==> config.mk <==
export PLATFORM = sky130hd
export DESIGN_NAME = ahb_spi_accel_flat
export DESIGN_NICKNAME = d
export VERILOG_FILES = /design/src/rtl/ahb_spi_accel_if.sv /design/src/rtl/ahb_spi_accel.sv /design/src/flat_wrapper.sv
export SDC_FILE = /design/constraint.sdc
export NUM_CORES = 1
export LEC_CHECK = 0
export ABC_AREA = 1
export BUFFER_PORTS_ARGS = -buffer_cell sky130_fd_sc_hd__buf_2
export CORE_ASPECT_RATIO = 1.75
export CORE_MARGIN = 5
export CORE_UTILIZATION = 45
export CTS_BUF_LIST = sky130_fd_sc_hd__clkbuf_4
export CTS_CLUSTER_DIAMETER = 120
export CTS_CLUSTER_SIZE = 25
export DETAILED_ROUTE_END_ITERATION = 6
export PLACE_DENSITY = 0.82
export SYNTH_ARGS = -nofsm -noshare
export SYNTH_HDL_FRONTEND = slang
export SYNTH_SLANG_ARGS = --single-unit
==> constraint.sdc <==
create_clock -name HCLK -period 1.58 [get_ports HCLK]
set_input_delay 0.158 -clock HCLK [delete_from_list [all_inputs] [get_ports HCLK]]
set_output_delay 0.158 -clock HCLK [all_outputs]
set_load 0.02 [all_outputs]
==> src/rtl/ahb_spi_accel_if.sv <==
// AHB-Lite slave bus bundle for the SPI accelerometer bridge.
// The master side drives address/control/write data; the slave returns read data.
interface ahb_spi_accel_if;
    logic        HSEL;
    logic        HREADY;
    logic [1:0]  HTRANS;
    logic [2:0]  HSIZE;
    logic        HWRITE;
    logic [31:0] HADDR;
    logic [31:0] HWDATA;
    logic [31:0] HRDATA;
    logic        HREADYOUT;

    modport master (
        output HSEL, HREADY, HTRANS, HSIZE, HWRITE, HADDR, HWDATA,
        input  HRDATA, HREADYOUT
    );

    modport slave (
        input  HSEL, HREADY, HTRANS, HSIZE, HWRITE, HADDR, HWDATA,
        output HRDATA, HREADYOUT
    );
endinterface

==> src/rtl/ahb_spi_accel.sv <==
// AHB-Lite to SPI mode-0 byte shifter for an accelerometer.
// Software owns chip select; each TXDATA write shifts one byte out and in.
module ahb_spi_accel #(
    parameter int DIV = 25
) (
    input  logic          HCLK,
    input  logic          HRESET,
    ahb_spi_accel_if.slave bus,
    output logic          SCLK,
    output logic          MOSI,
    input  logic          MISO,
    output logic          CSn
);

    typedef enum logic [1:0] {
        IDLE,
        LOW,
        HIGH
    } state_t;

    localparam logic [7:0] LAST = 8'(DIV - 1);

    state_t     state;
    logic [7:0] cnt;
    logic [2:0] bitcnt;
    logic [7:0] shreg;
    logic [7:0] rxdata;
    logic       busy;
    logic       rxvalid;
    logic       cs_en;

    logic       pend;
    logic       pend_wr;
    logic [1:0] pend_addr;

    logic       wr_tx;
    logic       wr_ctrl;
    logic       rd_rx;
    logic       unused_bits;

    assign wr_tx   = pend & pend_wr & (pend_addr == 2'd0);
    assign wr_ctrl = pend & pend_wr & (pend_addr == 2'd3);
    assign rd_rx   = pend & ~pend_wr & (pend_addr == 2'd1);

    assign unused_bits = ^{bus.HSIZE, bus.HADDR[31:4], bus.HADDR[1:0],
                           bus.HWDATA[31:8]};

    assign bus.HREADYOUT = 1'b1;
    assign CSn           = ~cs_en;

    always_comb begin
        bus.HRDATA = '0;
        unique case (pend_addr)
            2'd0: bus.HRDATA = '0;
            2'd1: bus.HRDATA = {24'd0, rxdata};
            2'd2: bus.HRDATA = {30'd0, rxvalid, busy};
            2'd3: bus.HRDATA = {31'd0, cs_en};
            default: bus.HRDATA = '0;
        endcase
    end

    // Address phase capture; data phase follows one cycle later.
    always_ff @(posedge HCLK) begin
        if (HRESET) begin
            pend      <= 1'b0;
            pend_wr   <= 1'b0;
            pend_addr <= 2'd0;
        end else begin
            pend <= bus.HSEL & bus.HREADY & bus.HTRANS[1];
            if (bus.HSEL & bus.HREADY & bus.HTRANS[1]) begin
                pend_wr   <= bus.HWRITE;
                pend_addr <= bus.HADDR[3:2];
            end
        end
    end

    always_ff @(posedge HCLK) begin
        if (HRESET) begin
            cs_en <= 1'b0;
        end else if (wr_ctrl) begin
            cs_en <= bus.HWDATA[0];
        end
    end

    always_ff @(posedge HCLK) begin
        if (HRESET) begin
            state   <= IDLE;
            cnt     <= 8'd0;
            bitcnt  <= 3'd0;
            shreg   <= 8'd0;
            rxdata  <= 8'd0;
            busy    <= 1'b0;
            rxvalid <= 1'b0;
            SCLK    <= 1'b0;
            MOSI    <= 1'b0;
        end else begin
            // A completing transfer below overrides this read-clear.
            if (rd_rx) begin
                rxvalid <= 1'b0;
            end
            unique case (state)
                IDLE: begin
                    if (wr_tx) begin
                        shreg   <= bus.HWDATA[7:0];
                        MOSI    <= bus.HWDATA[7];
                        rxvalid <= 1'b0;
                        busy    <= 1'b1;
                        cnt     <= 8'd0;
                        bitcnt  <= 3'd0;
                        state   <= LOW;
                    end
                end
                LOW: begin
                    if (cnt == LAST) begin
                        cnt   <= 8'd0;
                        SCLK  <= 1'b1;
                        shreg <= {shreg[6:0], MISO};
                        state <= HIGH;
                    end else begin
                        cnt <= cnt + 8'd1;
                    end
                end
                HIGH: begin
                    if (cnt == LAST) begin
                        cnt  <= 8'd0;
                        SCLK <= 1'b0;
                        if (bitcnt != 3'd7) begin
                            MOSI   <= shreg[7];
                            bitcnt <= bitcnt + 3'd1;
                            state  <= LOW;
                        end else begin
                            rxdata  <= shreg;
                            rxvalid <= 1'b1;
                            busy    <= 1'b0;
                            bitcnt  <= 3'd0;
                            state   <= IDLE;
                        end
                    end else begin
                        cnt <= cnt + 8'd1;
                    end
                end
                default: state <= IDLE;
            endcase
        end
    end

endmodule
==> src/flat_wrapper.sv <==
// flat-port wrapper written by rule: the top's interface ports become plain ports
module ahb_spi_accel_flat 
#(
    parameter int DIV = 25
)
  (HCLK, HRESET, SCLK, MOSI, MISO, CSn, bus_HSEL, bus_HREADY, bus_HTRANS, bus_HSIZE, bus_HWRITE, bus_HADDR, bus_HWDATA, bus_HRDATA, bus_HREADYOUT);
  ahb_spi_accel_if bus_i ();
  input  logic HCLK;
  input  logic HRESET;
  output logic SCLK;
  output logic MOSI;
  input  logic MISO;
  output logic CSn;
  input wire logic [$bits(bus_i.HSEL)-1:0] bus_HSEL;
  input wire logic [$bits(bus_i.HREADY)-1:0] bus_HREADY;
  input wire logic [$bits(bus_i.HTRANS)-1:0] bus_HTRANS;
  input wire logic [$bits(bus_i.HSIZE)-1:0] bus_HSIZE;
  input wire logic [$bits(bus_i.HWRITE)-1:0] bus_HWRITE;
  input wire logic [$bits(bus_i.HADDR)-1:0] bus_HADDR;
  input wire logic [$bits(bus_i.HWDATA)-1:0] bus_HWDATA;
  output wire logic [$bits(bus_i.HRDATA)-1:0] bus_HRDATA;
  output wire logic [$bits(bus_i.HREADYOUT)-1:0] bus_HREADYOUT;
  assign bus_i.HSEL = bus_HSEL;
  assign bus_i.HREADY = bus_HREADY;
  assign bus_i.HTRANS = bus_HTRANS;
  assign bus_i.HSIZE = bus_HSIZE;
  assign bus_i.HWRITE = bus_HWRITE;
  assign bus_i.HADDR = bus_HADDR;
  assign bus_i.HWDATA = bus_HWDATA;
  assign bus_HRDATA = bus_i.HRDATA;
  assign bus_HREADYOUT = bus_i.HREADYOUT;
  ahb_spi_accel #(.DIV(DIV)) u_core (.HCLK(HCLK), .HRESET(HRESET), .bus(bus_i), .SCLK(SCLK), .MOSI(MOSI), .MISO(MISO), .CSn(CSn));
endmodule
==> summary.md <==
| Metric | Value |
|---|---|
| DP Wirelength | 3660 um |
| Post-synthesis cell area | between 2000 and 2500 sq um |
| Multi-input gate area | 1330 sq um |
| Lkg Pwr | ~1.1 nW |
| Fillers | 460 |
| Skew final | 0.00986 ns |
| Final nets | 435 |
| Placed Instances | between 300 and 400 |
| Unrepaired setup endpoints after global routing | true |
| Die Y | ~110 um |
| H-tree lvl count | 2 |
| WHS | 0.0974 ns |
| Largest net degree at the start of global routing | 21 |
| CP cell instances | inv_2 > ha_4 > nand2_4 > nor2_4 > nand2_8 > nor2_8 > clkinvlp_4 > nand2_1 > a21oi_1 |
| CP bufs+invs | 2 |
| Power per cell area | about 830 nW/um^2 |
| Crit Path Class | flop to flop |
| Total Power | 2.17 mW |
| Placement Setup Slack | 0.0219 ns |
| Global-route wire length before repair | roughly 7700 um |
| Endpoint, Worst Hold | u_core.pend_wr$_SDFFE_PP0P_ |
| Status | finished, final reports clean |
| Final worst slack | 0.0648 ns |
| DRT antenna net count | 0 |
| Buffers on Ports | 27 |
| Initial antenna violation count | 0 |
| Layout cells sized above 1 | 0.297 |
| GP Congestion | approximately 0.88 |
| TritonCTS clock tree | done |
| Syn_area_per_cell | 7.45 sq um |
| WP data arrival | 1.76 ns |
| Reg-to-reg startpoint | u_core.cnt[0]$_SDFFE_PP0P_ |
| CTS Buffer Depth | 2 |
| Row count | 34 |
| Ys Warns | 0 |
| Vias per inst | about 5 |
| Core ar. | around 5000 sq um |
| Post-synthesis sequential area ratio | 0.325 |
| I/O pin cnt | around 110 |
| VDD IR max | between 0.0003 and 0.0004 V |
| Drt wl/cell | between 10 and 15 um |
| Reg2Reg Setup Slack | 0.06 ns |
| Hold Path Origin | bus_HWRITE |
| Setup crit start kind | flop |
| DR vias | around 2,100 |
| Peak fanout along the critical path | 8 |
| Top Family by Delay on Critical Path | simple AND/OR/NAND/NOR gates |
| Setup violators final | 0 |
| Die area | approximately 6800 sq um |
| DIE WIDTH | 64.5 um |
| Antenna diodes | 0 |
| Worst Path Required | between 1.5 and 2 ns |
| Initial Util | 0.466 |
| DRT iter0 DRCs | a little under 90 |
| First-pass DRT Iterations | 4 |
| Cts-stage hold buffer count | 0 |
| Overflow after GRT | 0 |
| Root Buffer | clkbuf_4 |
| Slowest cell on crit path | dfxtp_2 |
| Period utilisation layout | 0.959 |
| Clock slew at reported path FFs | approximately 0.12 ns |
| Worst Hold Path Cells | 3 |
| Final TNS setup | 0 ns |
| Total wire length | roughly 4800 um |
| Non-filler instance count after layout | approximately 410 |
| Clk Latency, worst-skew pair | between 0.3 and 0.4 ns |
| Final Hold Vio Count | 0 |
| FF/Latch Area | 767 sq um |
| Vias in the first global route | approximately 1,900 |
| Flops & latches, synth | 38 |
| Setup crit end kind | flop |
| GRT Total Usage | 0.139 |
| Max incr delay on CP | 0.35 ns |
| Max frequency | about 660 MHz |
| DR DRC count | 0 |
| Fin. max-slew vios | 0 |
| Cts bufs inserted | 5 |
| Area delta synth->final | 12.4% |
| R2R depth | 9 |
| Most frequent cells in the layout | nand2_1, nor2_1, dfxtp_1 |
| Commonest non-fill, non-tap cell in the layout | nand2_1 |
| Post-synthesis cell count | ~310 |
| CTS Sinks | 38 |
| RR Endpoint | u_core.rxdata[3]$_SDFFE_PP0P_ |
| Min-delay worst type | input pin to flop |
| Yosys cell types | 37 |
| Max Cap Violations | 0 |
| Final min period | 1.52 ns |
-- worst register-to-register path: cells and delay by family, from the launching register on --
family,cells,cell delay [ns]
simple gates,5,0.57
flops,1,0.35
buf+inv,2,0.27
fa+ha+maj,1,0.15
compound gates,1,0.06
-- state kept, by name (all words and copies together), names as in the netlist --
| signal | flops |
|---|---|
| u_core.pend_addr | 2 |
| u_core.MOSI | 1 |
| u_core.pend_wr | 1 |
| u_core.busy | 1 |
| u_core.state | 2 |
| u_core.rxdata | 8 |
| u_core.pend | 1 |
| u_core.rxvalid | 1 |
| u_core.SCLK | 1 |
| u_core.shreg | 8 |
| u_core.bitcnt | 3 |
| u_core.cs_en | 1 |
| u_core.cnt | 8 |
-- power breakdown --
part	switching, mW	total [mW]	internal [mW]
sequential	0.0430	1.05	1.01
clock	0.332	0.660	0.328
combinational	0.291	0.465	0.174
total	0.666	2.17	1.51
-- worst max path at each step --
stage | startpoint | end | slack [ns] | cells after the start
floorplan | u_core.pend_addr[1]$_SDFFE_PP0P_ | bus_HRDATA[0] | 0.1 | 2
detailed placement | u_core.bitcnt[0]$_SDFFE_PP0P_ | u_core.MOSI$_SDFFE_PP0P_ | 0.02 | 7
global route | u_core.bitcnt[0]$_SDFFE_PP0P_ | u_core.rxdata[6]$_SDFFE_PP0P_ | -0.06 | 7
global placement | u_core.bitcnt[0]$_SDFFE_PP0P_ | u_core.MOSI$_SDFFE_PP0P_ | 0.06 | 7
CTS | u_core.bitcnt[0]$_SDFFE_PP0P_ | u_core.MOSI$_SDFFE_PP0P_ | 0.002 | 7
finish | u_core.cnt[0]$_SDFFE_PP0P_ | u_core.rxdata[3]$_SDFFE_PP0P_ | 0.06 | 9
-- per-layer routing --
layer,track usage,vias up,wire (um)
li1,-,1037,-
met1,0.143,933,1800
met2,0.254,70,2570
met3,0.0298,10,307
met4,0.0772,0,103
met5,0,-,0
-- timing repair --
item / 4_1_cts / 5_1_grt
pin swaps: 0 / 9
setup endpoints to repair: 7 / 29
cloned: 0 / 0
buffers inserted: 0 / 5
resized for setup: 3 / 25
-- stage by stage --
stage,cell area (sq um),utilization
floorplan,2430,-
global placement,2450,0.488
detailed placement,2450,0.488
CTS,2540,0.505
global route,2630,0.524
finish,2630,0.524
-- synthesized netlist by cell type, drive strengths merged --
master,instances,share of area
nand2,69,0.13
nor2,41,0.083
clkinv,2,0.0032
o311ai,1,0.0037
dfxtp,38,0.33
xor2,1,0.0037
o21bai,1,0.0032
inv,31,0.050
a211oi,1,0.0032
nor3,2,0.0043
buf,30,0.11
a21oi,30,0.077
o21ai,12,0.029
o211ai,1,0.0032
o21a,1,0.0064
ha,8,0.043
nand4,3,0.0080
mux2i,9,0.039
clkbuf,3,0.0053
a21boi,1,0.0032
nand3,27,0.066
conb,2,0.0032
-- cell type report --
cell class	count	area share
well taps	54	0.0257
multi-input cells	233	0.507
flip-flops and latches	38	0.292
clock inverters	3	0.0152
clock buffers	5	0.0143
repair buffers	41	0.0971
inverters	33	0.0485
-- logic make-up after synthesis --
family,after synthesis,share of synthesized area
other cells,2,0.00321
flops,38,0.325
mux,9,0.0385
xor+xnor,1,0.00374
compound gates,48,0.129
buf+inv,66,0.164
simple gates,142,0.294
fa+ha+maj,8,0.0428
Power figures use the tool's default switching activity.
